### src/rtl/pipe_issue_ctrl_pkg.sv
// Shared state encodings and width helpers for the pipelined issue controller.
package pipe_issue_ctrl_pkg;

    typedef enum logic [1:0] {
        ST_IDLE  = 2'd0,
        ST_BUSY  = 2'd1,
        ST_FLUSH = 2'd2
    } state_t;

    // Bits needed to hold values 0..n-1, never less than one.
    function automatic int cnt_w(input int n);
        return (n <= 2) ? 1 : $clog2(n);
    endfunction

endpackage

### src/rtl/pipe_result_fifo.sv
// Result FIFO: synchronous, any depth, pointers wrap modulo DEPTH; clear beats push/pop.
// Latency: a push is visible at the head on the following cycle.
// Backpressure: none; pop ignored when empty, push at full only legal alongside a pop.
module pipe_result_fifo
    import pipe_issue_ctrl_pkg::*;
#(
    parameter int  WIDTH = 8,
    parameter int  DEPTH = 4,
    localparam int CNT_W = cnt_w(DEPTH + 1)
) (
    input  logic             i_clk,
    input  logic             i_rst,
    input  logic             i_clr,
    input  logic             i_push,
    input  logic [WIDTH-1:0] i_push_data,
    input  logic             i_pop,
    output logic [WIDTH-1:0] o_head,
    output logic [CNT_W-1:0] o_count
);
    localparam int PTR_W = cnt_w(DEPTH);

    logic [WIDTH-1:0] mem [DEPTH];
    logic [PTR_W-1:0] rd_ptr;
    logic [PTR_W-1:0] wr_ptr;
    logic             pop_ok;

    function automatic logic [PTR_W-1:0] ptr_inc(input logic [PTR_W-1:0] p);
        return (p == PTR_W'(DEPTH - 1)) ? '0 : p + PTR_W'(1);
    endfunction

    assign pop_ok = i_pop && (o_count != '0);
    assign o_head = (o_count != '0) ? mem[rd_ptr] : '0;

    always_ff @(posedge i_clk) begin
        if (i_rst || i_clr) begin
            rd_ptr  <= '0;
            wr_ptr  <= '0;
            o_count <= '0;
        end else begin
            if (i_push) begin
                mem[wr_ptr] <= i_push_data;
                wr_ptr      <= ptr_inc(wr_ptr);
            end
            if (pop_ok)
                rd_ptr <= ptr_inc(rd_ptr);
            if (i_push && !pop_ok)
                o_count <= o_count + CNT_W'(1);
            else if (!i_push && pop_ok)
                o_count <= o_count - CNT_W'(1);
        end
    end

    // The credit rule upstream makes an unpaired push at full unreachable.
    always_ff @(posedge i_clk) begin
        if (!i_rst && !i_clr)
            assert (!(i_push && !pop_ok && (o_count == CNT_W'(DEPTH))));
    end

endmodule

### src/rtl/pipe_issue_ctrl.sv
// Issue/return controller for a fixed-latency datapath; optional counters under PIPE_ISSUE_CTRL_STATS_EN.
// Latency: launch in the accept cycle; result on o_valid LATENCY+1 cycles later when the FIFO is empty.
// Backpressure: o_ready drops while in-flight plus queued results would reach FIFO_DEPTH.
module pipe_issue_ctrl
    import pipe_issue_ctrl_pkg::*;
#(
    parameter int LATENCY    = 4,
    parameter int WIDTH      = 8,
    parameter int FIFO_DEPTH = 4
) (
    input  logic             i_clk,
    input  logic             i_rst,
    input  logic             i_valid,
    output logic             o_ready,
    input  logic [WIDTH-1:0] i_data,
    output logic             o_dp_en,
    output logic [WIDTH-1:0] o_dp_data,
    input  logic [WIDTH-1:0] i_dp_data,
    output logic             o_valid,
    input  logic             i_ready,
    output logic [WIDTH-1:0] o_data,
    input  logic             i_flush,
    output logic             o_busy
`ifdef PIPE_ISSUE_CTRL_STATS_EN
    ,
    output logic [31:0]      o_issue_cnt,
    output logic [31:0]      o_stall_cnt
`endif
);
    localparam int CNT_W = cnt_w(FIFO_DEPTH + 1);
    localparam int FC_W  = cnt_w(LATENCY + 1);
    localparam int IF_W  = cnt_w(LATENCY + 1);
    localparam int SUM_W = cnt_w(LATENCY + FIFO_DEPTH + 1);

    state_t             state;
    logic [LATENCY-1:0] vld_sr;
    logic [FC_W-1:0]    flush_cnt;
    logic [IF_W-1:0]    inflight;
    logic [CNT_W-1:0]   fifo_cnt;
    logic               accept;
    logic               push;
    logic               fifo_clr;

    always_comb begin
        inflight = '0;
        for (int i = 0; i < LATENCY; i++)
            inflight = inflight + IF_W'(vld_sr[i]);
    end

    // A pop this cycle is not counted: its slot is only reusable next cycle.
    assign o_ready   = !i_rst && !i_flush && (state != ST_FLUSH) &&
                       ((SUM_W'(inflight) + SUM_W'(fifo_cnt)) < SUM_W'(FIFO_DEPTH));
    assign accept    = i_valid && o_ready;
    assign o_dp_en   = accept;
    assign o_dp_data = i_data;
    assign o_busy    = (state != ST_IDLE);
    assign o_valid   = (fifo_cnt != '0);
    assign fifo_clr  = i_flush || (state == ST_FLUSH);
    assign push      = vld_sr[LATENCY-1] && !fifo_clr;

    pipe_result_fifo #(
        .WIDTH (WIDTH),
        .DEPTH (FIFO_DEPTH)
    ) u_fifo (
        .i_clk       (i_clk),
        .i_rst       (i_rst),
        .i_clr       (fifo_clr),
        .i_push      (push),
        .i_push_data (i_dp_data),
        .i_pop       (o_valid && i_ready),
        .o_head      (o_data),
        .o_count     (fifo_cnt)
    );

    always_ff @(posedge i_clk) begin
        if (i_rst) begin
            state     <= ST_IDLE;
            vld_sr    <= '0;
            flush_cnt <= '0;
        end else if (i_flush) begin
            state     <= ST_FLUSH;
            vld_sr    <= '0;
            flush_cnt <= FC_W'(LATENCY);
        end else begin
            case (state)
                ST_IDLE: begin
                    vld_sr <= (vld_sr << 1) | LATENCY'(accept);
                    if (accept)
                        state <= ST_BUSY;
                end
                ST_BUSY: begin
                    vld_sr <= (vld_sr << 1) | LATENCY'(accept);
                    if ((inflight == '0) && (fifo_cnt == '0) && !accept)
                        state <= ST_IDLE;
                end
                ST_FLUSH: begin
                    // Stale datapath outputs drain unobserved while the counter runs.
                    vld_sr <= '0;
                    if (flush_cnt <= FC_W'(1)) begin
                        state     <= ST_IDLE;
                        flush_cnt <= '0;
                    end else begin
                        flush_cnt <= flush_cnt - FC_W'(1);
                    end
                end
                default: state <= ST_IDLE;
            endcase
        end
    end

`ifdef PIPE_ISSUE_CTRL_STATS_EN
    always_ff @(posedge i_clk) begin
        if (i_rst) begin
            o_issue_cnt <= '0;
            o_stall_cnt <= '0;
        end else begin
            if (accept)
                o_issue_cnt <= o_issue_cnt + 32'd1;
            if (o_valid && !i_ready)
                o_stall_cnt <= o_stall_cnt + 32'd1;
        end
    end
`endif

endmodule

### config.mk
export PLATFORM = sky130hd
export DESIGN_NAME = pipe_issue_ctrl
export DESIGN_NICKNAME = d
export VERILOG_FILES = /design/src/rtl/pipe_issue_ctrl_pkg.sv /design/src/rtl/pipe_result_fifo.sv /design/src/rtl/pipe_issue_ctrl.sv
export SDC_FILE = /design/constraint.sdc
export NUM_CORES = 1
export LEC_CHECK = 0
export BUFFER_PORTS_ARGS = -buffer_cell sky130_fd_sc_hd__buf_2
export CAP_MARGIN = 20
export CORE_MARGIN = 3
export CORE_UTILIZATION = 57
export CTS_BUF_LIST = sky130_fd_sc_hd__clkbuf_4
export DETAILED_ROUTE_END_ITERATION = 10
export GPL_TIMING_DRIVEN = 1
export PLACE_DENSITY_LB_ADDON = 0.25
export SYNTH_ARGS = -nofsm -noshare
export SYNTH_HDL_FRONTEND = slang
export SYNTH_SLANG_ARGS = --single-unit
export TNS_END_PERCENT = 5
### constraint.sdc
create_clock -name i_clk -period 2.8 [get_ports i_clk]
set_input_delay 0 -clock i_clk [delete_from_list [all_inputs] [get_ports i_clk]]
set_output_delay 0 -clock i_clk [all_outputs]
set_load 0.02 [all_outputs]
## Word level (Yosys, flattened, before mapping)

Memories as Yosys holds them, arrays and structs flattened. A register that Yosys moved wholly into a read port is not among the register bits.
Index checks and enable logic that the tools add are counted.

- Memories: 1
- Memory bits (writable): 32
- Bits of input ports: 21
- Output and inout bits: 20
- Register bits: 16
- Logic and storage cells: 82

Memory list:

| name | words | bits a word | rd ports | clocked after memory_dff | wr ports | RTL line | text |
|---|---|---|---|---|---|---|---|
| u_fifo.mem | 4 | 8 | 1 | 1 | 1 | pipe_result_fifo.sv:22 | `logic [WIDTH-1:0] mem [DEPTH];` |

- $lt $le $gt $ge: 2
- $add $sub $neg: 9
- Reduce and logical (&&, ||, !) cells: 31
- Bitwise operators: 1
- Equal/unequal tests: 11
- Multiplexer cells: 19

Operators with widths:

| operator | count |
|---|---|
| 2-bit 2-to-1 mux | 8 |
| 3-bit 2-to-1 mux | 5 |
| 1-bit logical AND | 11 |
| 8-bit 2-to-1 mux | 1 |
| 4-bit one-hot mux with 2 select lines | 1 |
| 2-bit nonzero test | 4 |
| 2-bit == test (second input constant) | 3 |
| 1-bit logical NOT | 6 |
| 3-bit logical NOT | 2 |
| 2-bit != test (second input constant) | 3 |
| 3-bit != test (second input constant) | 2 |
| 2-bit one-hot mux with 3 select lines | 1 |
| 3-bit AND reduction | 2 |
| 3-bit by 1-bit subtractor with 3-bit output (second input constant) | 2 |
| 2-bit by 1-bit adder with 2-bit output (second input constant) | 2 |
| 3-bit by 3-bit adder with 4-bit output | 1 |
| 4-bit by 3-bit less-than comparator with 1-bit output (second input constant) | 1 |
| 4-bit by 1-bit bitwise OR with 4-bit output | 1 |
| 2-bit OR reduction | 2 |
| 2-bit by 1-bit adder with 3-bit output | 1 |
| 3-bit by 1-bit adder with 3-bit output | 1 |
| 3-bit by 1-bit adder with 3-bit output (second input constant) | 1 |
| 3-bit by 1-bit less-or-equal comparator with 1-bit output (second input constant) | 1 |
| 1-bit 2-to-1 mux | 3 |
| 7 further kinds | 8 |

## Logic depth before layout (Yosys ltp)

Gate-level depths: netlist (run 1).

- Depth in word-level cells: 12
- Mapped depth: 9
- Depth with buffers taken out: 9

## By module

Synthesis (run 1) repeated with hierarchy kept, for this count alone.

- Cell total of the unflattened synthesis: 173
- Area, all modules: 2,308.5 um2

By module, submodules not included:

| module | area an instance (um2) | times used | cells an instance |
|---|---|---|---|
| pipe_result_fifo | 1,669.1 | 1 | 98 |
| pipe_issue_ctrl | 639.4 | 1 | 75 |

## Worst setup path before layout (run 1)

Ideal clock, no wire load.

- Kind: flip-flop to output port
- Start: reg vld_sr[0]
- End: out o_dp_en
- Setup slack: 0.497 ns
- Arrival time: 2.303 ns
- Cell stages (with the launch flop): 10
- Cell sequence: dfxtp_1 -> inv_1 -> fa_1 -> inv_1 -> ha_1 -> ha_1 -> ha_1 -> nor3_1 -> nand2_1 -> nor3_1

- Word-level cells in the longest chain between the ends: 7

RTL lines:

| item | RTL line | text |
|---|---|---|
| start, declared | pipe_issue_ctrl.sv:36 | `logic [LATENCY-1:0] vld_sr;` |
| start signal, assigned | pipe_issue_ctrl.sv:87 | `vld_sr <= (vld_sr << 1) \| LATENCY'(accept);` |
| start signal, assigned | pipe_issue_ctrl.sv:92 | `vld_sr <= (vld_sr << 1) \| LATENCY'(accept);` |
| 1-bit by 1-bit adder with 2-bit output | pipe_issue_ctrl.sv:47 | `inflight = inflight + IF_W'(vld_sr[i]);` |
| 2-bit by 1-bit adder with 3-bit output | pipe_issue_ctrl.sv:47 |  |
| 3-bit by 1-bit adder with 3-bit output | pipe_issue_ctrl.sv:47 |  |
| 3-bit by 3-bit adder with 4-bit output | pipe_issue_ctrl.sv:52 | `((SUM_W'(inflight) + SUM_W'(fifo_cnt)) < SUM_W'(FIFO_DEPTH));` |
| 4-bit by 3-bit less-than comparator with 1-bit output | pipe_issue_ctrl.sv:52 |  |
| 1-bit logical AND | pipe_issue_ctrl.sv:51 | `assign o_ready = !i_rst && !i_flush && (state != ST_FLUSH) &&` |
| 1-bit logical AND | pipe_issue_ctrl.sv:53 | `assign accept = i_valid && o_ready;` |
| end, declared | pipe_issue_ctrl.sv:16 | `output logic o_dp_en,` |

No other way between the ends.

## Worst setup path in the final report (run 1)

Same ends and word-level chain as after synthesis.

==> impl_metrics.py, run 1 <==
metrics = {
    "run_status": {
        "run_status": "finished clean",
    },
    "worst_setup_path": {
        "crit_type": "flip-flop to output port",
        "worst_setup_path_end_kind": "output port",
        "critical_path_peak_fanout": 2,
        "cp.arrival_ns": 2.62,
        "cp-start-kind": "flip-flop",
        "required_ns": 2.80,
    },
    "placement": {
        "dpl.hpwl_um": 2560,
        "routabilityCongestion": 0.736,
        "place_area_sq_um": 2340,
        "io_buffers": 24,
    },
    "routing": {
        "viasPerCell": 5.34,
        "routed_wl_um": 3670,
        "via_count": 1314,
        "ant_nets": 0,
        "drt_iter0_markers": 57,
        "wl_per_cell_um": 14.9,
        "drc": 0,
        "dr.pass1.iters": 6,
    },
    "clocking": {
        "htree_levels": 2,
        "cts_setup_buffers": 0,
        "clock_tree.buffer_depth": 2,
        "insertion_delay_ns": 0.37,
        "clk_pin_slew_ns": 0.14,
        "cts_root_buf": "clkbuf_4",
        "cts_made_buffers": 5,
        "cts_tree": "done",
        "clock_sinks": 50,
    },
    "die": {
        "std_cell_rows": 22,
        "fp.dieH_um": 68.9,
        "start_util_pct": 60.3,
        "ios": 41,
        "core_area_sq_um": 3740,
        "die-area_sq_um": 4750,
        "die_x_um": 68.9,
    },
    "yosys": {
        "synth_xor_xnor_area_share_pct": 0.776,
        "yosysSeqAreaShare_pct": 58.5,
        "synthCells": 166,
        "synth_mux_area_share_pct": 8.86,
        "synth_area_leader_cell": "edfxtp_1",
        "synth-compound-area-share_pct": 5.76,
        "synthTopCellsByArea": "edfxtp_1 (43%), dfxtp_1 (16%), mux4_2 (8.0%)",
        "synth_fp_nets": 201,
        "yosys.area_share.simple_pct": 11.1,
        "syn_avg_cell_area_sq_um": 13.6,
        "synth.top_cell.area_share_pct": 42.5,
        "ys_top_cells_by_count": "edfxtp_1 (32), dfxtp_1 (18), and2_1 (14), inv_1 (13), ha_1 (12)",
        "ys_ff_latch": 50,
        "synth_ff_type": "edfxtp_1",
        "synth_top_family_by_area": "simple AND/OR/NAND/NOR gates",
        "synth.most_common_cell": "edfxtp_1",
        "synth_area_sq_um": 2260,
        "synthAdderAreaFrac_pct": 8.42,
        "synth_async_sr_flop_share_pct": 0,
        "ys_types": 35,
        "synth_edf_count": 32,
        "yosysWarnings": 0,
    },
    "sta": {
        "drv_slew": 0,
        "setup_viol": 0,
        "fin_crit_ns": 2.62,
        "fin_skew_ns": 0.0103,
        "worst_pin_slew_ns": 0.512,
        "worst_hold_slack_ns": 0.00000881,
        "setup_tns_ns": 0,
        "final_hold_viol_count": 0,
        "fmax_ghz": 0.382,
        "period_share_pct": 93.5,
        "grt_setup_unrepaired": "no",
        "maxSlewHeadroom_pct": 65.8,
    },
    "grt": {
        "grt_max_degree": 18,
        "grt-ovfl-total": 0,
        "grtUsageTotal_pct": 17.7,
        "antenna_found_initial": 0,
        "grt_pass1_wl_um": 5930,
        "first_global_vias": 1337,
    },
    "cells_and_area": {
        "diodes": 0,
        "area_delta_synth_final_pct": 12.7,
        "fillers": 277,
        "nNetsFinal": 232,
        "drive_above_1_share_pct": 24.7,
        "finalInstanceArea_sq_um": 2540,
    },
    "pwr": {
        "power.density_nw_per_um2": 466,
        "power.leakage_nw": 0.987,
        "ir_drop_uv": 380,
    },
    "hold_path": {
        "hp-class": "input pin to output port",
    },
    "flow_run": {
        "drv_cap": 0,
    },
}
-- timing repair --
item,CTS,global route
hold buffers,13,0
gates resized for setup,0,5
setup endpoints to repair,0,2
endpoints found under the hold margin,39,0
-- stage by stage --
stage               instances  worst slack (ns)  power (mW)  util (%)
global route              246            0.0105        1.24      68.0
detailed placement        225             0.481       0.853      62.5
CTS                       246            0.0388        1.20      67.6
global placement          225             0.597       0.850      62.5
finish                    246             0.181        1.19      68.0
floorplan                 166             0.497       0.850         -
-- path summary, 6_finish.rpt --
check / from / endpoint / cells past startpoint / slack (ns)
worst min register to register: u_fifo.rd_ptr[1] / flip-flop / 2 / 0.50
worst min-delay path: i_data[3] / o_dp_data[3] / 0 / 0.000009
worst max register to register: u_fifo.o_count[0] / u_fifo.o_count[2] / 7 / 0.56
worst max-delay path: vld_sr[0] / o_dp_en / 10 / 0.18
-- critical path, cell delays in order, from the launching register on --
cell and delay (ns):
dfxtp_2 0.35, inv_1 0.06, fa_1 0.54, inv_1 0.04, ha_1 0.18, ha_1 0.20, ha_1 0.29, nor3_2 0.19
nand2_1 0.12, nor3_2 0.11, buf_2 0.18
-- cells in the final DEF, fill, tap and decap left out, drive strengths merged, types with 3 or more instances in the layout --
master       instances
buf                 24
nor3                 4
o21ai                5
nand3                5
inv                 14
dfxtp               18
mux4                 8
a21oi                5
and2                14
edfxtp              32
nand2                3
dlygate4sd3         13
clkbuf               5
ha                  12
or3                  4
nor2                 8
-- registers in the layout, summed over array words and instances, names as in the netlist, named ones only --
name	cells
u_fifo.wr_ptr	2
flush_cnt	3
u_fifo.o_count	3
u_fifo.rd_ptr	2
u_fifo.mem	32
state	2
vld_sr	4
-- layer usage --
metal,global-route usage (%),vias up,part of all wire (%)
met5,0,-,0
met4,8.52,0,1.4
met3,5.51,7,6.0
met2,32.0,38,55
met1,18.5,612,38
li1,-,657,-
-- area by class of cell --
type	instances	area, sq um	area share, %
clock inverters	3	23.8	0.934
well taps	48	60.1	2.36
repair buffers	37	250	9.83
clock buffers	5	37.5	1.47
multi-input cells	90	800	31.4
flip-flops and latches	50	1330	52.1
inverters	13	48.8	1.92
-- cell families (layout without fill, tap and decap cells) --
logic type	Yosys count	in the layout
flops	50	50
simple gates	44	44
buf+inv	26	58
compound gates	20	20
fa+ha+maj	14	14
mux	10	10
xor+xnor	2	2
-- power by group --
| group | internal [mW] | total [mW] | switching (mW) | leakage, nW |
|---|---|---|---|---|
| clock network | 0.101 | 0.334 | 0.233 | 0.0278 |
| logic | 0.0307 | 0.0597 | 0.0290 | 0.524 |
| registers | 0.787 | 0.792 | 0.00572 | 0.435 |
(Power assumes the default switching activity.)
==> inputs of run 2 (changes only) <==
--- a/config.mk
+++ b/config.mk
@@ -7,8 +7,10 @@
 export LEC_CHECK = 0
 export BUFFER_PORTS_ARGS = -buffer_cell sky130_fd_sc_hd__buf_2
 export CAP_MARGIN = 20
+export CELL_PAD_IN_SITES_DETAIL_PLACEMENT = 0
+export CELL_PAD_IN_SITES_GLOBAL_PLACEMENT = 1
 export CORE_MARGIN = 3
-export CORE_UTILIZATION = 57
+export CORE_UTILIZATION = 46
 export CTS_BUF_LIST = sky130_fd_sc_hd__clkbuf_4
 export DETAILED_ROUTE_END_ITERATION = 10
 export GPL_TIMING_DRIVEN = 1
==> run 2 against run 1 <==
  * First-iteration DRC count grew 61%
  * Wire length shrank 0.27%
  * Worst setup slack gained 0.026 ns
  * Core utilization shrank 12 points
  * Worst hold slack is essentially flat
  * Non-clock buffer count is the same
  * Cell count grew 6.9%
  * Clock power is essentially flat
  * Combinational power shrank 2%
  * Largest power group unchanged
==> impl_metrics.py, run 2 (synthesis results as in run 1) <==
metrics = {
    "clocking": {
        "cts_tree": "done",
        "clk_pin_slew_ns": 0.14,
        "insertion_delay_ns": 0.37,
        "clock_sinks": 50,
        "cts_setup_buffers": 0,
        "cts_made_buffers": 5,
        "htree_levels": 2,
        "clock_tree.buffer_depth": 2,
        "cts_root_buf": "clkbuf_4",
    },
    "worst_setup_path": {
        "cp-start-kind": "flip-flop",
        "critical_path_buf_inv_count": 3,
        "critical_path_peak_fanout": 2,
        "cp_slowest_cell": "fa_1",
        "cp_top_family": "adder cells",
        "max_stage_delay_ns": 0.53,
        "path_common_cell": "ha_1",
        "crit_type": "flip-flop to output port",
        "worst_setup_path_end_kind": "output port",
        "path_cells": "inv_1 > fa_1 > inv_1 > ha_1 > ha_1 > ha_1 > nor3_2 > nand2_1 > nor3_1 > buf_2",
        "cp.arrival_ns": 2.59,
        "required_ns": 2.80,
    },
    "routing": {
        "wl_per_cell_um": 13.9,
        "routed_wl_um": 3660,
        "dr.pass1.iters": 4,
        "drt_iter0_markers": 92,
        "via_count": 1339,
        "drc": 0,
        "viasPerCell": 5.09,
        "ant_nets": 0,
    },
    "hold_path": {
        "hp-class": "input pin to output port",
    },
    "grt": {
        "antenna_found_initial": 0,
        "grt_pass1_wl_um": 6160,
        "grtUsageTotal_pct": 13.3,
        "first_global_vias": 1383,
        "grt-ovfl-total": 0,
        "grt_max_degree": 17,
    },
    "sta": {
        "setup_tns_ns": 0,
        "worst_pin_slew_ns": 0.554,
        "maxSlewHeadroom_pct": 63.0,
        "fmax_ghz": 0.386,
        "grt_setup_unrepaired": "no",
        "fin_skew_ns": 0.0164,
        "final_hold_viol_count": 0,
        "fin_crit_ns": 2.59,
        "setup_viol": 0,
        "drv_slew": 0,
        "period_share_pct": 92.6,
    },
    "flow_run": {
        "drv_cap": 0,
    },
    "die": {
        "ios": 41,
        "std_cell_rows": 24,
        "fp.dieH_um": 76.1,
        "core_area_sq_um": 4530,
        "die-area_sq_um": 5790,
        "die_x_um": 76.1,
        "start_util_pct": 49.8,
    },
    "cells_and_area": {
        "final_common_cell": "edfxtp_1",
        "largestRegisters": "u_fifo.mem (32), vld_sr (4)",
        "largest_register_ffs": 32,
        "largest_register": "u_fifo.mem",
        "area_delta_synth_final_pct": 13.2,
        "diodes": 0,
        "drive_above_1_share_pct": 22.7,
        "final_cell_mix": "edfxtp_1 (32), buf_2 (24), dfxtp_1 (17)",
        "nNetsFinal": 232,
    },
    "placement": {
        "io_buffers": 24,
        "routabilityCongestion": 0.738,
        "dpl.hpwl_um": 2660,
    },
    "pwr": {
        "ir_drop_uv": 262,
        "p_total_mw": 1.18,
        "power.density_nw_per_um2": 462,
        "power.leakage_nw": 0.990,
    },
    "run_status": {
        "run_status": "finished clean",
    },
}
## run 2: cell types whose count changed in the layout (fill, tap and decap cells not counted), moves of 2 or more
cell,before,now
clkinv_4,0,2
clkinvlp_4,2,0
dfxtp_1,15,17
dfxtp_2,3,1
## run 2: stage by stage
step	cell area [sq um]	util [%]	hold slack (ns)	cells	setup WS, ns
after global routing	2560	56.4	0.0000263	263	0.0225
after detailed placement	2360	52.1	0.000137	242	0.526
after CTS	2550	56.2	0.000137	263	0.122
final	2560	56.4	0.00000778	263	0.207
after floorplan	2260	-	0.0691	166	0.497
after global placement	2360	52.1	0.000137	242	0.590
## run 2: cell type report
type	count	area, sq um
fillers	365	1980
clock inverters	3	21.3
flip-flops and latches	50	1320
clock buffers	5	37.5
inverters	13	48.8
well taps	65	81.3
multi-input cells	90	795
repair buffers	37	250
## run 2: worst paths after layout
| kind | start | to | slack, ns | depth (start not counted) |
|---|---|---|---|---|
| max reg2reg | u_fifo.o_count[0] | u_fifo.o_count[2] | 0.53 | 7 |
| max | vld_sr[0] | o_dp_en | 0.21 | 10 |
| min reg2reg | u_fifo.rd_ptr[1] | flip-flop | 0.50 | 2 |
| min | i_data[5] | o_dp_data[5] | 0.000008 | 0 |
## run 2: report_power, final
part,leakage [nW],switching (mW),internal (mW),total [mW]
Combinational,0.523,0.0282,0.0305,0.0587
Clock,0.0328,0.233,0.0987,0.332
Sequential,0.434,0.00538,0.786,0.792
## run 2: routing by layer
layer	vias up	part of all wire (%)	global-route usage, %
met5	-	0	0
met4	0	1.6	4.89
met3	8	5.4	4.49
met2	33	49	22.5
met1	639	44	15.7
li1	659	-	-
## run 2: worst register-to-register path, stage by stage, from the launching register on
cell	delay, ns
dfxtp_1	0.40
o31ai_1	0.48
ha_1	0.28
inv_1	0.07
fa_1	0.37
xor2_1	0.16
or3_1	0.30
a21oi_1	0.15
## run 2: repair_timing
action / CTS / global route
gates resized for setup: 0 / 2
endpoints found under the setup margin: 0 / 2
hold buffers: 13 / 0
hold endpoints to repair: 39 / 0
